## src/rtl/stage_decode_queued.sv

```systemverilog
// rtl/stage_decode_queued.sv - RV32I decode stage feeding EX through a DEPTH-entry queue of decoded ops
// Purpose: decodes instr_i into operands/control, builds immediates plus branch and JAL
//   targets, and buffers the resulting ID/EX entries in a valid/ready FIFO. Holds IF off
//   while a queued writer targets a source register of the incoming instruction.
// Ports:
//   clk, rst_ni                 clock, asynchronous active-low reset
//   squash_i                    flush all queued ops and drop this cycle's input
//   if_valid_i / if_ready_o     IF handshake
//   instr_i                     instruction word
//   if_pc_i, if_pc_plus_four_i  pc and pc+4 from IF
//   if_id_valid_i               valid bit from IF, copied into the entry
//   rs1_addr_o / rs2_addr_o     regfile read addresses
//   data_rs1_i / data_rs2_i     regfile read data, same cycle
//   ex_valid_o / ex_ready_i     EX handshake on the queue head
//   ex_*_o                      fields of the queue head entry
//   jal_o / jal_addr_o          JAL accepted this cycle and its target
module stage_decode_queued #(
   parameter int DEPTH = 2,
   parameter int XLEN  = 32
) (
   input  logic            clk,
   input  logic            rst_ni,
   input  logic            squash_i,
   input  logic            if_valid_i,
   output logic            if_ready_o,
   input  logic [31:0]     instr_i,
   input  logic [XLEN-1:0] if_pc_i,
   input  logic [XLEN-1:0] if_pc_plus_four_i,
   input  logic            if_id_valid_i,
   output logic [4:0]      rs1_addr_o,
   output logic [4:0]      rs2_addr_o,
   input  logic [XLEN-1:0] data_rs1_i,
   input  logic [XLEN-1:0] data_rs2_i,
   output logic            ex_valid_o,
   input  logic            ex_ready_i,
   output logic            ex_uop_valid_o,
   output logic [XLEN-1:0] ex_alu_op1_o,
   output logic [XLEN-1:0] ex_alu_op2_o,
   output logic [XLEN-1:0] ex_dmem_data_o,
   output logic [XLEN-1:0] ex_branch_addr_o,
   output logic [XLEN-1:0] ex_pc_plus_four_o,
   output logic [2:0]      ex_func3_o,
   output logic [3:0]      ex_alu_fun_o,
   output logic            ex_mem_rd_o,
   output logic            ex_mem_wr_o,
   output logic            ex_reg_wr_en_o,
   output logic [4:0]      ex_reg_wr_addr_o,
   output logic [1:0]      ex_wb_sel_o,
   output logic            ex_branch_o,
   output logic            ex_jalr_o,
   output logic            jal_o,
   output logic [XLEN-1:0] jal_addr_o
);

   localparam int PW = (DEPTH > 1) ? $clog2(DEPTH) : 1;
   localparam int CW = $clog2(DEPTH) + 1;

   localparam logic [6:0] OPC_LUI    = 7'b0110111;
   localparam logic [6:0] OPC_AUIPC  = 7'b0010111;
   localparam logic [6:0] OPC_JAL    = 7'b1101111;
   localparam logic [6:0] OPC_JALR   = 7'b1100111;
   localparam logic [6:0] OPC_BRANCH = 7'b1100011;
   localparam logic [6:0] OPC_LOAD   = 7'b0000011;
   localparam logic [6:0] OPC_STORE  = 7'b0100011;
   localparam logic [6:0] OPC_OPIMM  = 7'b0010011;
   localparam logic [6:0] OPC_OP     = 7'b0110011;

   // alu_fun is {instr[30], func3} for arithmetic; COPY1 passes alu_op1 through (LUI)
   localparam logic [3:0] ALU_ADD   = 4'b0000;
   localparam logic [3:0] ALU_SUB   = 4'b1000;
   localparam logic [3:0] ALU_COPY1 = 4'b1111;

   localparam logic [1:0] OP2_RS2  = 2'd0;
   localparam logic [1:0] OP2_IIMM = 2'd1;
   localparam logic [1:0] OP2_SIMM = 2'd2;
   localparam logic [1:0] OP2_PC   = 2'd3;

   localparam logic [1:0] WB_ALU = 2'd0;
   localparam logic [1:0] WB_MEM = 2'd1;
   localparam logic [1:0] WB_PC4 = 2'd2;

   typedef struct packed {
      logic            valid;
      logic [XLEN-1:0] alu_op1;
      logic [XLEN-1:0] alu_op2;
      logic [XLEN-1:0] dmem_data;
      logic [XLEN-1:0] branch_addr;
      logic [XLEN-1:0] pc_plus_four;
      logic [2:0]      func3;
      logic [3:0]      alu_fun;
      logic            mem_rd;
      logic            mem_wr;
      logic            reg_wr_en;
      logic [4:0]      reg_wr_addr;
      logic [1:0]      wb_sel;
      logic            branch;
      logic            jalr;
   } entry_t;

   logic [6:0]      opcode;
   logic [2:0]      func3;
   logic [XLEN-1:0] imm_i, imm_s, imm_b, imm_u, imm_j;
   logic            op1_sel;
   logic [1:0]      op2_sel;
   logic [3:0]      alu_fun;
   logic            mem_rd, mem_wr, reg_wr_en, branch, jalr, instr_jal;
   logic [1:0]      wb_sel;
   logic            use_rs1, use_rs2;
   entry_t          new_entry;

   logic [CW-1:0]   count_q, count_d;
   logic [PW-1:0]   wr_ptr_q, wr_ptr_d, rd_ptr_q, rd_ptr_d;
   logic [DEPTH-1:0] occ_q, occ_d;
   entry_t          mem_q [DEPTH];
   entry_t          mem_d [DEPTH];
   entry_t          head;
   logic            raw_hazard, push, pop;

   assign opcode     = instr_i[6:0];
   assign func3      = instr_i[14:12];
   assign rs1_addr_o = instr_i[19:15];
   assign rs2_addr_o = instr_i[24:20];

   assign imm_i = {{(XLEN-12){instr_i[31]}}, instr_i[31:20]};
   assign imm_s = {{(XLEN-12){instr_i[31]}}, instr_i[31:25], instr_i[11:7]};
   assign imm_b = {{(XLEN-13){instr_i[31]}}, instr_i[31], instr_i[7], instr_i[30:25], instr_i[11:8], 1'b0};
   assign imm_u = {{(XLEN-32){instr_i[31]}}, instr_i[31:12], 12'b0};
   assign imm_j = {{(XLEN-21){instr_i[31]}}, instr_i[31], instr_i[19:12], instr_i[20], instr_i[30:21], 1'b0};

   always_comb begin
      op1_sel   = 1'b0;
      op2_sel   = OP2_RS2;
      alu_fun   = ALU_ADD;
      mem_rd    = 1'b0;
      mem_wr    = 1'b0;
      reg_wr_en = 1'b0;
      wb_sel    = WB_ALU;
      branch    = 1'b0;
      jalr      = 1'b0;
      instr_jal = 1'b0;
      use_rs1   = 1'b1;
      use_rs2   = 1'b0;
      case (opcode)
         OPC_LUI:    begin op1_sel = 1'b1; alu_fun = ALU_COPY1; reg_wr_en = 1'b1; use_rs1 = 1'b0; end
         OPC_AUIPC:  begin op1_sel = 1'b1; op2_sel = OP2_PC; reg_wr_en = 1'b1; use_rs1 = 1'b0; end
         OPC_JAL:    begin reg_wr_en = 1'b1; wb_sel = WB_PC4; instr_jal = 1'b1; use_rs1 = 1'b0; end
         OPC_JALR:   begin op2_sel = OP2_IIMM; reg_wr_en = 1'b1; wb_sel = WB_PC4; jalr = 1'b1; end
         OPC_BRANCH: begin alu_fun = ALU_SUB; branch = 1'b1; use_rs2 = 1'b1; end
         OPC_LOAD:   begin op2_sel = OP2_IIMM; mem_rd = 1'b1; reg_wr_en = 1'b1; wb_sel = WB_MEM; end
         OPC_STORE:  begin op2_sel = OP2_SIMM; mem_wr = 1'b1; use_rs2 = 1'b1; end
         // only SRLI/SRAI take instr[30] as a function bit; for other OP-IMMs it is immediate
         OPC_OPIMM:  begin op2_sel = OP2_IIMM; alu_fun = {(func3 == 3'b101) & instr_i[30], func3}; reg_wr_en = 1'b1; end
         OPC_OP:     begin alu_fun = {instr_i[30], func3}; reg_wr_en = 1'b1; use_rs2 = 1'b1; end
         default:    begin use_rs1 = 1'b1; end
      endcase
   end

   always_comb begin
      new_entry              = '0;
      new_entry.valid        = if_id_valid_i;
      new_entry.alu_op1      = op1_sel ? imm_u : data_rs1_i;
      case (op2_sel)
         OP2_IIMM: new_entry.alu_op2 = imm_i;
         OP2_SIMM: new_entry.alu_op2 = imm_s;
         OP2_PC:   new_entry.alu_op2 = if_pc_i;
         default:  new_entry.alu_op2 = data_rs2_i;
      endcase
      new_entry.dmem_data    = data_rs2_i;
      new_entry.branch_addr  = if_pc_i + imm_b;
      new_entry.pc_plus_four = if_pc_plus_four_i;
      new_entry.func3        = func3;
      new_entry.alu_fun      = alu_fun;
      new_entry.mem_rd       = mem_rd;
      new_entry.mem_wr       = mem_wr;
      new_entry.reg_wr_en    = reg_wr_en;
      new_entry.reg_wr_addr  = instr_i[11:7];
      new_entry.wb_sel       = wb_sel;
      new_entry.branch       = branch;
      new_entry.jalr         = jalr;
   end

   // Every occupied slot is checked, including the head being popped this cycle: its
   // result is not yet in the regfile when this instruction would read operands.
   always_comb begin
      raw_hazard = 1'b0;
      for (int i = 0; i < DEPTH; i++) begin
         if (occ_q[i] && mem_q[i].reg_wr_en && (mem_q[i].reg_wr_addr != 5'd0) &&
             ((use_rs1 && (mem_q[i].reg_wr_addr == rs1_addr_o)) ||
              (use_rs2 && (mem_q[i].reg_wr_addr == rs2_addr_o))))
            raw_hazard = 1'b1;
      end
   end

   assign head       = mem_q[rd_ptr_q];
   assign ex_valid_o = (count_q != '0);
   assign if_ready_o = rst_ni & (count_q < CW'(DEPTH)) & ~raw_hazard;
   assign push       = if_valid_i & if_ready_o & ~squash_i;
   assign pop        = ex_valid_o & ex_ready_i & ~squash_i;
   assign jal_o      = push & instr_jal;
   assign jal_addr_o = if_pc_i + imm_j;

   function automatic logic [PW-1:0] ptr_inc(input logic [PW-1:0] p);
      return (p == PW'(DEPTH - 1)) ? '0 : p + PW'(1);
   endfunction

   always_comb begin
      mem_d    = mem_q;
      occ_d    = occ_q;
      count_d  = count_q;
      wr_ptr_d = wr_ptr_q;
      rd_ptr_d = rd_ptr_q;
      if (squash_i) begin
         occ_d    = '0;
         count_d  = '0;
         wr_ptr_d = '0;
         rd_ptr_d = '0;
      end else begin
         if (pop) begin
            occ_d[rd_ptr_q] = 1'b0;
            rd_ptr_d        = ptr_inc(rd_ptr_q);
         end
         if (push) begin
            mem_d[wr_ptr_q] = new_entry;
            occ_d[wr_ptr_q] = 1'b1;
            wr_ptr_d        = ptr_inc(wr_ptr_q);
         end
         if (push && !pop)      count_d = count_q + CW'(1);
         else if (pop && !push) count_d = count_q - CW'(1);
      end
   end

   always_ff @(posedge clk or negedge rst_ni) begin
      if (!rst_ni) begin
         count_q  <= '0;
         wr_ptr_q <= '0;
         rd_ptr_q <= '0;
         occ_q    <= '0;
         for (int i = 0; i < DEPTH; i++) mem_q[i] <= '0;
      end else begin
         count_q  <= count_d;
         wr_ptr_q <= wr_ptr_d;
         rd_ptr_q <= rd_ptr_d;
         occ_q    <= occ_d;
         for (int i = 0; i < DEPTH; i++) mem_q[i] <= mem_d[i];
      end
   end

   assign ex_uop_valid_o    = head.valid;
   assign ex_alu_op1_o      = head.alu_op1;
   assign ex_alu_op2_o      = head.alu_op2;
   assign ex_dmem_data_o    = head.dmem_data;
   assign ex_branch_addr_o  = head.branch_addr;
   assign ex_pc_plus_four_o = head.pc_plus_four;
   assign ex_func3_o        = head.func3;
   assign ex_alu_fun_o      = head.alu_fun;
   assign ex_mem_rd_o       = head.mem_rd;
   assign ex_mem_wr_o       = head.mem_wr;
   assign ex_reg_wr_en_o    = head.reg_wr_en;
   assign ex_reg_wr_addr_o  = head.reg_wr_addr;
   assign ex_wb_sel_o       = head.wb_sel;
   assign ex_branch_o       = head.branch;
   assign ex_jalr_o         = head.jalr;

endmodule

```

## config.mk

```make
export PLATFORM = sky130hd
export DESIGN_NAME = stage_decode_queued
export DESIGN_NICKNAME = d
export VERILOG_FILES = /design/src/rtl/stage_decode_queued.sv
export SDC_FILE = /design/constraint.sdc
export NUM_CORES = 1
export LEC_CHECK = 0
export ABC_CLOCK_PERIOD_IN_PS = 2500
export BUFFER_PORTS_ARGS = -buffer_cell sky130_fd_sc_hd__buf_2
export CAP_MARGIN = 20
export CORE_MARGIN = 8
export CORE_UTILIZATION = 28
export DETAILED_ROUTE_END_ITERATION = 6
export RECOVER_POWER = 25
export REMOVE_ABC_BUFFERS = 1
export SKIP_LAST_GASP = 1
export SLEW_MARGIN = 20
export SYNTH_ARGS = -nofsm -noshare
export SYNTH_HDL_FRONTEND = slang
export SYNTH_SLANG_ARGS = --single-unit
```

## constraint.sdc

```tcl
create_clock -name clk -period 2.5 [get_ports clk]
set_clock_uncertainty 0.1 [all_clocks]
set_input_delay 0.25 -clock clk [delete_from_list [all_inputs] [get_ports clk]]
set_output_delay 0.25 -clock clk [all_outputs]
set_load 0.01 [all_outputs]
```

== Word-level counts from Yosys, hierarchy flattened ==
Cells that the tools add are included.

* Output and inout port bits: 225
* Bits in registers: 366
* Word-level logic and storage cells: 151

* Add/subtract/negate cells: 6
* Multiplexer cells: 39
* Bitwise logic cells: 15
* Reduce and logical (&&, ||, !) cells: 32
* Eq/ne operators: 17
* Magnitude comparators: 8

{| class="wikitable"
|+ Operators by type and width
! operator !! number
|-
| 2-to-1 mux 180 bit || 4
|-
| bitwise mux 360 bit || 1
|-
| demux 180 bit (select 1 bit) || 1
|-
| case mux 32 bit (3 select lines) || 1
|-
| adder 32 bit || 2
|-
| 2-to-1 mux 32 bit || 1
|-
| equality test 7 x 6 -> 1 bit, second input constant || 3
|-
| equality test 7 bit, second input constant || 3
|-
| equality test 5 bit || 4
|-
| 2-to-1 mux 1 bit || 19
|-
| case mux 4 bit (4 select lines) || 1
|-
| logical AND 1 bit || 15
|-
| equality test 7 x 5 -> 1 bit, second input constant || 2
|-
| 2-to-1 mux 2 bit || 7
|-
| nonzero test 5 bit || 2
|-
| OR reduction 3 bit || 3
|-
| bitwise AND 1 bit || 8
|-
| equality test 7 x 2 -> 1 bit, second input constant || 1
|-
| OR reduction 7 bit || 1
|-
| case mux 2 bit (3 select lines) || 1
|-
| nonzero test 2 bit || 3
|-
| equality test 2 bit, second input constant || 2
|-
| >= comparator 2 bit, second input constant || 2
|-
| less-than comparator 1 x 2 -> 1 bit, second input constant || 2
|-
| 20 further kinds || 28
|}

== Logic depth before layout (Yosys ltp) ==
Gate-level depths: netlist of the first run.

* Word-level depth: 17
* Mapped depth: 11
* Depth with buffers taken out: 11

== Worst setup path after synthesis of the first run ==
Ideal clock, no wire load.

* Path kind: in2reg
* From: input port instr_i[30]
* To: register, netlist name mem_q[256]
* Data arrival time: 2.484 ns
* Stages: 10
* Setup time: 0.131 ns
* Path buffers: 1
* Path slack: -0.215 ns
* Path through: ha_1 > clkbuf_1 > nand2_1 > o21a_1 > nor3_1 > nor4b_2 > a211oi_1 > o211ai_1 > and4_1 > or3_1

* Cells in the longest elaborated chain, start to end: 2

{| class="wikitable"
|+ RTL lines
! what !! line !! RTL
|-
| start: declaration || 26 || <nowiki>input logic [31:0] instr_i,</nowiki>
|-
| adder 32 bit || 169 || <nowiki>new_entry.branch_addr = if_pc_i + imm_b;</nowiki>
|-
| bitwise mux 360 bit || 223 || <nowiki>mem_d[wr_ptr_q] = new_entry;</nowiki>
|}

No other way between the ends.
A chain may end at the register's enable or synchronous reset.

== Worst setup path in the final report of the first run ==
* From: register, netlist name mem_q[4]
* To: register, netlist name mem_q[313]

* Cells in the longest elaborated chain, start to end: 10
* Elaborated cells on any way between the ends: 14

{| class="wikitable"
|+ RTL lines
! what !! line !! RTL
|-
| equality test 5 bit, on equally long branches || 188, 189 ||
|-
| logical AND 1 bit, on equally long branches || 188, 189 ||
|-
| logical OR 1 bit || 188 || <nowiki>((use_rs1 && (mem_q[i].reg_wr_addr == rs1_addr_o)) ||</nowiki>
|-
| logical AND 1 bit * || 187 || <nowiki>if (occ_q[i] && mem_q[i].reg_wr_en && (mem_q[i].reg_wr_addr != 5'd0) &&</nowiki>
|-
| 2-to-1 mux 1 bit * || 187 ||
|-
| NOT 1 bit * || 196 || <nowiki>assign if_ready_o = rst_ni & (count_q < CW'(DEPTH)) & ~raw_hazard;</nowiki>
|-
| bitwise AND 1 bit * || 196 ||
|-
| bitwise AND 1 bit * (2 in series) || 197 || <nowiki>assign push = if_valid_i & if_ready_o & ~squash_i;</nowiki>
|-
| AND reduction 2 bit (no source line) * || -- ||
|}

Every way passes the cells marked *; elsewhere a longest branch is shown, timed or not.

==> results.json, run 1 <==
{
  "grt_antenna_before_repair": 4,
  "tritoncts": "yes",
  "worstReg2RegEnd": "mem_q[313]",
  "worst-endpoint-required_ns": 2.84,
  "failing_checks": "negative setup slack",
  "endpoint": "mem_q[313]",
  "synth.yosys.seq_area_share": 0.466,
  "gr_ovfl_total": 0,
  "synth-edff-count": 0,
  "tritoncts_num_sinks": 366,
  "drt-vias-per-instance": 4.87,
  "pin_count_of_the_biggest_net_entering_global_routing": 149,
  "area_delta_synth_final_pct": 59.4,
  "yosysUniqueCellTypes": 65,
  "finalNetCount": 2972,
  "sequential_group_share_of_total_power": 0.359,
  "syn_inst": 1928,
  "setup_viol": 384,
  "worst_slew_margin_rel": 0.202,
  "drt_pre_antenna_iters": 5,
  "status": "complete, but fails checks",
  "num_rows": 97,
  "path_clk_slew_ns": 0.06,
  "p_int_w": 0.0164,
  "worst_setup_path_end_kind": "register",
  "cp-startpoint": "mem_q[4]",
  "synth.cell_area_sq_um": 19700,
  "clock.fmax_mhz": 335,
  "grt.total_usage": 0.190,
  "clock_power_share": 0.275,
  "async_flop_share": 1.00,
  "numPortBuffers": 390,
  "cts-htree-levels": 2,
  "worstHoldPathType": "input pin to register",
  "n_fill_cell": 6407,
  "place.gp.congestion": 0.858,
  "swShare": 0.329,
  "number_of_hold_violations_in_the_final_report": 0,
  "grt_pass1_wl_um": 114000,
  "drv_slew": 0,
  "via_count": 18200,
  "critical_path_arrival_ns": 3.33,
  "detailedRoute.firstIterationViolations": 1092,
  "worst-r2r-setup-slack_ns": -0.49,
  "max_cap_violations": 0,
  "synth.ff_latch_count": 366,
  "timing.final.crit_period_ns": 2.99,
  "power.static_leakage_nw": 15.1,
  "antenna_left": 0,
  "fin_util": 0.449,
  "synthTopCellsByArea": "sky130_fd_sc_hd__dfrtp_1 (47%), sky130_fd_sc_hd__mux2_2 (19%), sky130_fd_sc_hd__nand2_1 (8.2%), sky130_fd_sc_hd__ha_1 (2.7%), sky130_fd_sc_hd__xnor2_1 (2.0%)",
  "drc_errors": 0,
  "post-route-worst-setup-slack_ns": -0.487,
  "p_comb_frac": 0.366,
  "wire_per_inst_um": 22.7,
  "critical_path_class": "register to register",
  "wl_um": 84600,
  "cts_max_path_buffers": 3,
  "reg2regPathDepth": 11,
  "fin_crit_sh": 1.19,
  "critPathMaxFanout": 8,
  "post_synth.cell_area_avg_sq_um": 10.2,
  "placedCellCount": 3395,
  "initial_core_util": 0.282,
  "power_density_nw_per_um2": 781,
  "setup.worst_path.start_class": "register",
  "slowest_delay_ns": 0.40,
  "fp.dieArea_sq_um": 78900,
  "power.ir.vdd_worst_v": 0.000589,
  "layout_cells_sized_above_1": 0.506,
  "clockRootBuffer": "sky130_fd_sc_hd__clkbuf_16",
  "netlist.area_leader.share": 0.466,
  "most_area_hungry_cell_type_in_the_yosys_netlist": "sky130_fd_sc_hd__dfrtp_1",
  "vias_in_the_first_global_route": 18400,
  "ios": 391,
  "cts-buffers-inserted": 44,
  "yosys_most_used_dff": "sky130_fd_sc_hd__dfrtp_1",
  "total_switching_power_w": 0.00805,
  "synthMostInstantiatedCell": "sky130_fd_sc_hd__nand2_1",
  "final-instance-count-excl-fill": 3734,
  "timing_worst_slew_pin_value_ns": 1.20,
  "worstPathCellList": "or3_1, o311a_1, nand4_1, a21boi_4, buf_6, buf_8, nor4_4, buf_4, clkbuf_16, buf_12, mux2_2",
  "die_h_um": 281,
  "core_area_sq_um": 69800,
  "rsz0062_at_grt": "yes",
  "floorplan.die.width_um": 281,
  "clock_latency_ns": 0.57,
  "crit_path_top_delay_cell": "sky130_fd_sc_hd__dfrtp_1",
  "yosys-top-cells-count": "sky130_fd_sc_hd__nand2_1 (431), sky130_fd_sc_hd__dfrtp_1 (366), sky130_fd_sc_hd__mux2_2 (325), sky130_fd_sc_hd__nor2_1 (84), sky130_fd_sc_hd__o21ai_0 (80)",
  "yosysWarnings": 0,
  "post-dp-hpwl_um": 52200,
  "reg_to_reg_critical_path_startpoint": "mem_q[4]"
}
==> area by class of cell <==
class | instances | area (sq um) | area share
clock inverters | 15 | 208 | 0.00663
repair buffers | 912 | 7940 | 0.253
clock buffers | 63 | 1290 | 0.0413
multi-input cells | 1410 | 11400 | 0.365
flip-flops and latches | 366 | 9160 | 0.292
inverters | 27 | 101 | 0.00324
well taps | 940 | 1180 | 0.0375
diodes | 1 | 2.50 | 0.0000799
==> per-stage QoR <==
stage	area, sq um	total power (W)	TNS (ns)	setup WS, ns	hold slack, ns
global route	31300	0.0257	-152.35	-0.557	0.0380
detailed placement	24500	0.0161	-70.63	-1.10	0.166
CTS	29200	0.0237	-94.40	-0.450	0.00627
global placement	24500	0.0160	-72.60	-1.17	0.174
floorplan	19000	0.0129	-2015.87	-5.29	-0.146
finish	31300	0.0245	-130.87	-0.487	0.0543
==> power groups by stage <==
stage / clock network [W] / registers [W] / logic [W]
final: 0.00673 / 0.00880 / 0.00894
after global routing: 0.00710 / 0.00900 / 0.00963
after detailed placement: 0 / 0.00867 / 0.00746
after CTS: 0.00691 / 0.00861 / 0.00820
after floorplan: 0 / 0.00858 / 0.00434
after global placement: 0 / 0.00861 / 0.00741
==> registers in the layout, summed over array words and instances (netlist names) <==
signal and cells:
wr_ptr_q 1, occ_q 2, count_q 2, rd_ptr_q 1, mem_q 360
==> worst min-delay path by stage <==
stage	endpoint	slack, ns	depth (start not counted)	from
floorplan	count_q[0]	-0.15	0	rst_ni
global placement	mem_q[105]	0.17	2	rst_ni
detailed placement	mem_q[105]	0.17	2	rst_ni
CTS	mem_q[325]	0.006	3	if_pc_i[30]
global route	mem_q[140]	0.04	3	if_pc_i[25]
finish	mem_q[324]	0.05	3	if_pc_i[29]
==> what timing repair did <==
item                                   CTS  global route
setup endpoints to repair              364           387
gates cloned                            26            28
setup buffers                           40            66
pin swaps                               50           161
hold buffers                           123             0
resized for setup                      206           413
endpoints found under the hold margin  271             0
==> worst max-delay path, delay by kind of cell (launching register included) <==
| family | cells | cell delay, ns |
|---|---|---|
| buf+inv | 5 | 0.77 |
| compound gates | 2 | 0.40 |
| mux | 1 | 0.34 |
| flops | 1 | 0.40 |
| simple gates | 3 | 0.86 |
==> placed cells by master, fill, tap and decap left out, drive strengths merged, types with 9 or more instances in the layout <==
cell type / count
nor2: 84
o21ai: 81
nand2b: 10
xnor2: 46
nand4: 12
o21bai: 9
ha: 43
dfrtp: 366
nand3: 43
xor2: 32
nor3: 15
buf: 751
clkbuf: 101
dlygate4sd3: 123
a31oi: 19
a21oi: 73
inv: 29
a21o: 22
mux2: 325
nand2: 431
a221o: 21
a22oi: 10
mux2i: 27
==> cell families (layout without fill, tap and decap cells) <==
| kind of cell | Yosys count | count (layout) | synth area share |
|---|---|---|---|
| other cells | 0 | 1 | 0 |
| xor+xnor | 78 | 78 | 0.0348 |
| fa+ha+maj | 45 | 45 | 0.0294 |
| buf+inv | 155 | 1017 | 0.0363 |
| flops | 366 | 366 | 0.466 |
| mux | 352 | 352 | 0.200 |
| compound gates | 284 | 284 | 0.0926 |
| simple gates | 648 | 651 | 0.141 |
==> layer usage <==
layer | part of all wire | vias to the layer above | GRT usage
li1 | - | 8370 | -
met1 | 0.41 | 9146 | 0.233
met2 | 0.49 | 508 | 0.319
met3 | 0.074 | 143 | 0.0519
met4 | 0.034 | 4 | 0.0635
met5 | 0.00032 | - | 0
Power figures use the tool's default switching activity.
==> inputs of run 2 (changes only) <==
--- a/config.mk
+++ b/config.mk
@@ -8,10 +8,9 @@
 export ABC_CLOCK_PERIOD_IN_PS = 2500
 export BUFFER_PORTS_ARGS = -buffer_cell sky130_fd_sc_hd__buf_2
 export CAP_MARGIN = 20
-export CORE_MARGIN = 8
+export CORE_MARGIN = 2
 export CORE_UTILIZATION = 28
 export DETAILED_ROUTE_END_ITERATION = 6
-export RECOVER_POWER = 25
 export REMOVE_ABC_BUFFERS = 1
 export SKIP_LAST_GASP = 1
 export SLEW_MARGIN = 20
==> constraint.sdc (replaced) <==
create_clock -name clk -period 2.5 [get_ports clk]
set_clock_uncertainty 0.1 [all_clocks]
set_input_delay 0.25 -clock clk [delete_from_list [all_inputs] [get_ports clk]]
set_output_delay 0.25 -clock clk [all_outputs]
set_load 0.05 [all_outputs]
==> results.json, run 2 (synthesis gave the netlist of run 1 again) <==
{
  "wl_um": 82100,
  "final-instance-count-excl-fill": 3760,
  "clock_power_share": 0.244,
  "place.gp.congestion": 0.831,
  "num_rows": 97,
  "crit_path_top_delay_cell": "sky130_fd_sc_hd__fa_2",
  "initial_core_util": 0.282,
  "number_of_hold_violations_in_the_final_report": 0,
  "gr_ovfl_total": 0,
  "power.ir.vdd_worst_v": 0.000631,
  "power.static_leakage_nw": 15.8,
  "drc_errors": 0,
  "cts_max_path_buffers": 3,
  "rsz0062_at_grt": "yes",
  "post-dp-hpwl_um": 50200,
  "detailedRoute.firstIterationViolations": 1120,
  "floorplan.die.width_um": 269,
  "timing.final.crit_period_ns": 3.05,
  "place_worst_setup_slack_ns": -0.979,
  "vias_in_the_first_global_route": 18500,
  "drt-vias-per-instance": 4.91,
  "most_frequent_standard_cell_in_the_layout_excluding_fill_and_tap_cells": "sky130_fd_sc_hd__dfrtp_1",
  "critPathMaxFanout": 3,
  "max_cap_violations": 0,
  "status": "complete, but fails checks",
  "grt.total_usage": 0.207,
  "p_int_w": 0.0173,
  "pin_count_of_the_biggest_net_entering_global_routing": 140,
  "clock.fmax_mhz": 328,
  "sequential_group_share_of_total_power": 0.303,
  "post-route-worst-setup-slack_ns": -0.553,
  "worst_setup_path_end_kind": "primary output",
  "power_density_nw_per_um2": 886,
  "slowest_delay_ns": 0.39,
  "placed_cell_area_sq_um": 24900,
  "ios": 391,
  "total_switching_power_w": 0.0118,
  "setup.worst_path.start_class": "input pin",
  "numPortBuffers": 390,
  "critical_path_class": "input pin to primary output",
  "path_clk_slew_ns": 0.06,
  "final.setup.tns_ns": -112.28,
  "finalNetCount": 2994,
  "fp.dieArea_sq_um": 72300,
  "swShare": 0.405,
  "regMostFlops": "mem_q",
  "layout_cells_sized_above_1": 0.567,
  "clock_latency_ns": 0.60,
  "via_count": 18500,
  "timing_worst_slew_pin_value_ns": 0.885,
  "failing_checks": "negative setup slack",
  "core_area_sq_um": 69800,
  "tritoncts_num_sinks": 366,
  "final_cell_mix": "sky130_fd_sc_hd__dfrtp_1 (365), sky130_fd_sc_hd__buf_2 (349), sky130_fd_sc_hd__buf_4 (251)",
  "drv_slew": 0,
  "tritoncts": "yes",
  "fin_util": 0.471,
  "reg.largest.list": "mem_q (360), count_q (2), occ_q (2)",
  "area_delta_synth_final_pct": 67.1,
  "grt_antenna_before_repair": 4,
  "cts-buffers-inserted": 46,
  "worst_slew_margin_rel": 0.410,
  "cts-htree-levels": 2,
  "worst-endpoint-required_ns": 2.15,
  "largest_reg_flops": 360,
  "placedCellCount": 3403,
  "worstHoldPathType": "input pin to register",
  "grt_pass1_wl_um": 113000,
  "worstPathCellList": "buf_8, buf_6, inv_4, fa_2, nand2b_4, a211oi_4, o21bai_2, a21boi_2, o211ai_1, nand4b_1, a21boi_1, xnor2_1, bufbuf_16",
  "critical_path_arrival_ns": 2.70,
  "stdcell_area_sq_um": 32800,
  "fin_crit_sh": 1.22,
  "clockRootBuffer": "sky130_fd_sc_hd__clkbuf_16",
  "antenna_left": 0,
  "p_comb_frac": 0.453,
  "drt_pre_antenna_iters": 5,
  "die_h_um": 269,
  "setup_viol": 382,
  "wire_per_inst_um": 21.8
}
[run 2: repair_timing]
action | in CTS | in global routing
hold buffers | 127 | 1
hold endpoints to repair | 350 | 3
gates resized for setup | 313 | 599
buffers inserted | 65 | 85
endpoints found under the setup margin | 476 | 503
pin swaps | 116 | 264
gates cloned | 35 | 17
[run 2: through the flow]
stage               total power (W)  hold slack [ns]
finish                       0.0291           0.0148
floorplan                    0.0166           -0.146
global route                 0.0304           0.0144
global placement             0.0197            0.353
CTS                          0.0280         0.000654
detailed placement           0.0198            0.357
[run 2: per-layer routing]
metal,vias up,GRT usage,part of all wire
met5,-,0,0.00016
met4,2,0.0629,0.033
met3,151,0.0466,0.062
met2,552,0.355,0.49
met1,9341,0.260,0.42
li1,8422,-,-
[run 2: worst paths after layout]
kind                                  end  slack [ns]  depth (start not counted)         from
max                        jal_addr_o[27]       -0.55                         13  instr_i[22]
min                            mem_q[353]        0.01                          4  instr_i[26]
max reg2reg                    mem_q[310]       -0.42                         11     mem_q[4]
min reg2reg                    mem_q[290]        0.36                          2   mem_q[290]
max in group asynchronous        rd_ptr_q        1.09                          4       rst_ni
min in group asynchronous      mem_q[317]        0.48                          4       rst_ni
[run 2: final cells by class]
| type | count | area, sq um |
|---|---|---|
| Fill cell | 6236 | 36900 |
| Antenna cell | 1 | 2.50 |
| Tap cell | 940 | 1180 |
| Timing Repair Buffer | 935 | 8730 |
| Sequential cell | 366 | 9160 |
| Multi-Input combinational cell | 1407 | 12100 |
| Clock inverter | 25 | 319 |
| Clock buffer | 59 | 1280 |
| Inverter | 27 | 106 |
[run 2: critical path, delay by kind of cell]
| family | cells | cell delay (ns) |
|---|---|---|
| AO/OA/AOI/OAI | 5 | 0.93 |
| buffers and inverters | 4 | 0.50 |
| AND/OR/NAND/NOR | 2 | 0.46 |
| adder cells (fa/ha/maj) | 1 | 0.39 |
| XOR/XNOR | 1 | 0.16 |
[run 2: power groups by stage]
stage / combinational [W] / sequential, W / clock [W]
2_1_floorplan: 0.00798 / 0.00858 / 0
3_3_place_gp: 0.0111 / 0.00862 / 0
3_5_place_dp: 0.0111 / 0.00869 / 0
4_1_cts: 0.0121 / 0.00864 / 0.00724
5_1_grt: 0.0139 / 0.00903 / 0.00746
6_report: 0.0132 / 0.00883 / 0.00709
==> inputs of run 3 (changes only) <==
--- a/config.mk
+++ b/config.mk
@@ -9,7 +9,7 @@
 export BUFFER_PORTS_ARGS = -buffer_cell sky130_fd_sc_hd__buf_2
 export CAP_MARGIN = 20
 export CORE_MARGIN = 2
-export CORE_UTILIZATION = 28
+export CORE_UTILIZATION = 30
 export DETAILED_ROUTE_END_ITERATION = 6
 export REMOVE_ABC_BUFFERS = 1
 export SKIP_LAST_GASP = 1
==> results.json, run 3 (synthesis gave the netlist of run 1 again) <==
{
  "ios": 391,
  "worst-r2r-setup-slack_ns": -0.45,
  "power.static_leakage_nw": 15.4,
  "detailedRoute.firstIterationViolations": 1090,
  "wire_per_inst_um": 21.9,
  "grt_pass1_wl_um": 116000,
  "setup.worst_path.start_class": "input pin",
  "post-dp-hpwl_um": 51200,
  "power.ir.vdd_worst_v": 0.000796,
  "numPortBuffers": 390,
  "drv_slew": 0,
  "tritoncts_num_sinks": 366,
  "max_cap_violations": 0,
  "clockRootBuffer": "sky130_fd_sc_hd__clkbuf_16",
  "hold_slack_ns": 0.0200,
  "grt.total_usage": 0.226,
  "slowest_delay_ns": 0.25,
  "reg_to_reg_critical_path_startpoint": "mem_q[184]",
  "drt_pre_antenna_iters": 7,
  "timing.final.crit_period_ns": 2.99,
  "cts-htree-levels": 2,
  "power_density_nw_per_um2": 890,
  "worstHoldPathType": "input pin to register",
  "endpoint": "jal_addr_o[28]",
  "path_clk_slew_ns": 0.06,
  "cts_max_path_buffers": 3,
  "placedCellCount": 3327,
  "regMostFlops": "mem_q",
  "floorplan.die.width_um": 260,
  "core_area_sq_um": 64600,
  "gr_ovfl_total": 0,
  "timing_worst_slew_pin_value_ns": 1.07,
  "pin_count_of_the_biggest_net_entering_global_routing": 165,
  "status": "complete, but fails checks",
  "tritoncts": "yes",
  "via_count": 18400,
  "fp.dieArea_sq_um": 67600,
  "failing_checks": "design-rule violations, negative setup slack",
  "worst_slew_margin_rel": 0.283,
  "worstPathCellList": "buf_8, ha_4, buf_4, buf_6, buf_6, a21o_1, a21o_1, a211oi_2, buf_4, o21ai_4, o21ai_2, buf_6, buf_6, nor2_1, a21oi_2, xnor2_1, buf_4",
  "place_worst_setup_slack_ns": -0.977,
  "reg.largest.list": "mem_q (360), count_q (2), occ_q (2)",
  "critical_path_class": "input pin to primary output",
  "cp-startpoint": "if_pc_i[1]",
  "final.setup.tns_ns": -122.30,
  "drt-vias-per-instance": 5.03,
  "worst-endpoint-required_ns": 2.15,
  "placed_cell_area_sq_um": 24800,
  "grt_antenna_before_repair": 7,
  "antenna_left": 0,
  "worst_setup_path_end_kind": "primary output",
  "crit_path_frequent_cell": "sky130_fd_sc_hd__buf_6",
  "finalNetCount": 2976,
  "die_h_um": 260,
  "most_frequent_standard_cell_in_the_layout_excluding_fill_and_tap_cells": "sky130_fd_sc_hd__dfrtp_1",
  "critPathMaxFanout": 3,
  "cts-buffers-inserted": 46,
  "place.gp.congestion": 0.880,
  "area_delta_synth_final_pct": 61.6,
  "drc_errors": 1,
  "final_cell_mix": "sky130_fd_sc_hd__dfrtp_1 (365), sky130_fd_sc_hd__nand2_1 (356), sky130_fd_sc_hd__buf_2 (354)",
  "fin_crit_sh": 1.20,
  "wl_um": 80200,
  "rsz0062_at_grt": "yes",
  "initial_core_util": 0.304,
  "final-instance-count-excl-fill": 3663,
  "layout_cells_sized_above_1": 0.512,
  "setup_viol": 386,
  "clock.fmax_mhz": 334,
  "reg2regPathDepth": 12,
  "stdcell_area_sq_um": 31800,
  "multi_input_comb_area_sq_um": 11500,
  "worstReg2RegEnd": "mem_q[322]",
  "n_fill_cell": 5671,
  "holdCritStartpoint": "instr_i[8]",
  "clock_latency_ns": 0.57,
  "number_of_hold_violations_in_the_final_report": 0,
  "largest_reg_flops": 360,
  "sequential_cell_area_sq_um": 9160,
  "critical_path_arrival_ns": 2.64,
  "num_rows": 93,
  "post-route-worst-setup-slack_ns": -0.494,
  "vias_in_the_first_global_route": 19500,
  "crit_path_top_delay_cell": "sky130_fd_sc_hd__a21o_1"
}
==> run 3: cell types whose count changed in the layout (fill, tap and decap cells not counted), moves of 10 or more <==
cell	delta
sky130_fd_sc_hd__o21ai_2	-24
sky130_fd_sc_hd__o21ai_0	+16
sky130_fd_sc_hd__a21oi_1	-17
sky130_fd_sc_hd__a21oi_2	+15
sky130_fd_sc_hd__nand2_1	+141
sky130_fd_sc_hd__buf_12	-10
sky130_fd_sc_hd__buf_4	-13
sky130_fd_sc_hd__nand3_2	+11
sky130_fd_sc_hd__nor2_4	+12
sky130_fd_sc_hd__nand2_2	-91
sky130_fd_sc_hd__nand2_4	-50
==> run 3: worst min-delay path by stage <==
| stage | end | slack (ns) | depth (start not counted) |
|---|---|---|---|
| 2_1_floorplan | count_q[0] | -0.15 | 0 |
| 3_3_place_gp | mem_q[257] | 0.16 | 2 |
| 3_5_place_dp | mem_q[140] | 0.16 | 2 |
| 4_1_cts | mem_q[300] | 0.004 | 4 |
| 5_1_grt | mem_q[232] | 0.01 | 4 |
| 6_report | mem_q[232] | 0.02 | 4 |
==> run 3: worst max-delay path: cells and delay by family <==
family | cells | cell delay [ns]
AO/OA/AOI/OAI | 6 | 0.96
adder cells (fa/ha/maj) | 1 | 0.15
AND/OR/NAND/NOR | 1 | 0.05
buffers and inverters | 8 | 1.06
XOR/XNOR | 1 | 0.15
==> run 3: timing repair <==
item | in CTS | in global routing
hold buffers | 121 | 1
setup buffers | 75 | 43
endpoints found under the setup margin | 399 | 485
gates cloned | 35 | 7
endpoints found under the hold margin | 279 | 2
gates resized for setup | 364 | 324
pin swaps | 116 | 117
==> run 3: cell type report <==
class	instances	area share
Tap cell	855	0.0337
Sequential cell	366	0.288
Timing Repair Buffer	917	0.267
Clock inverter	21	0.00583
Clock buffer	64	0.0400
Multi-Input combinational cell	1407	0.362
Inverter	27	0.00319
Antenna cell	6	0.000473
==> run 3: metrics by stage <==
stage | power (W) | util
final | 0.0283 | 0.492
after floorplan | 0.0166 | -
after CTS | 0.0276 | 0.475
after detailed placement | 0.0199 | 0.384
after global placement | 0.0196 | 0.384
after global routing | 0.0295 | 0.492
==> run 3: metal layers <==
layer | share of wire | up-vias | global-route usage
met5 | 0 | - | 0
met4 | 0.048 | 0 | 0.105
met3 | 0.067 | 198 | 0.0585
met2 | 0.49 | 637 | 0.385
met1 | 0.39 | 9223 | 0.264
li1 | - | 8375 | -
==> run 3: power breakdown <==
part / leakage [nW] / internal, W / switching [W]
Clock: 0.711 / 0.00378 / 0.00276
Sequential: 4.58 / 0.00772 / 0.00111
Combinational: 10.1 / 0.00515 / 0.00777
Total: 15.4 / 0.0166 / 0.0116
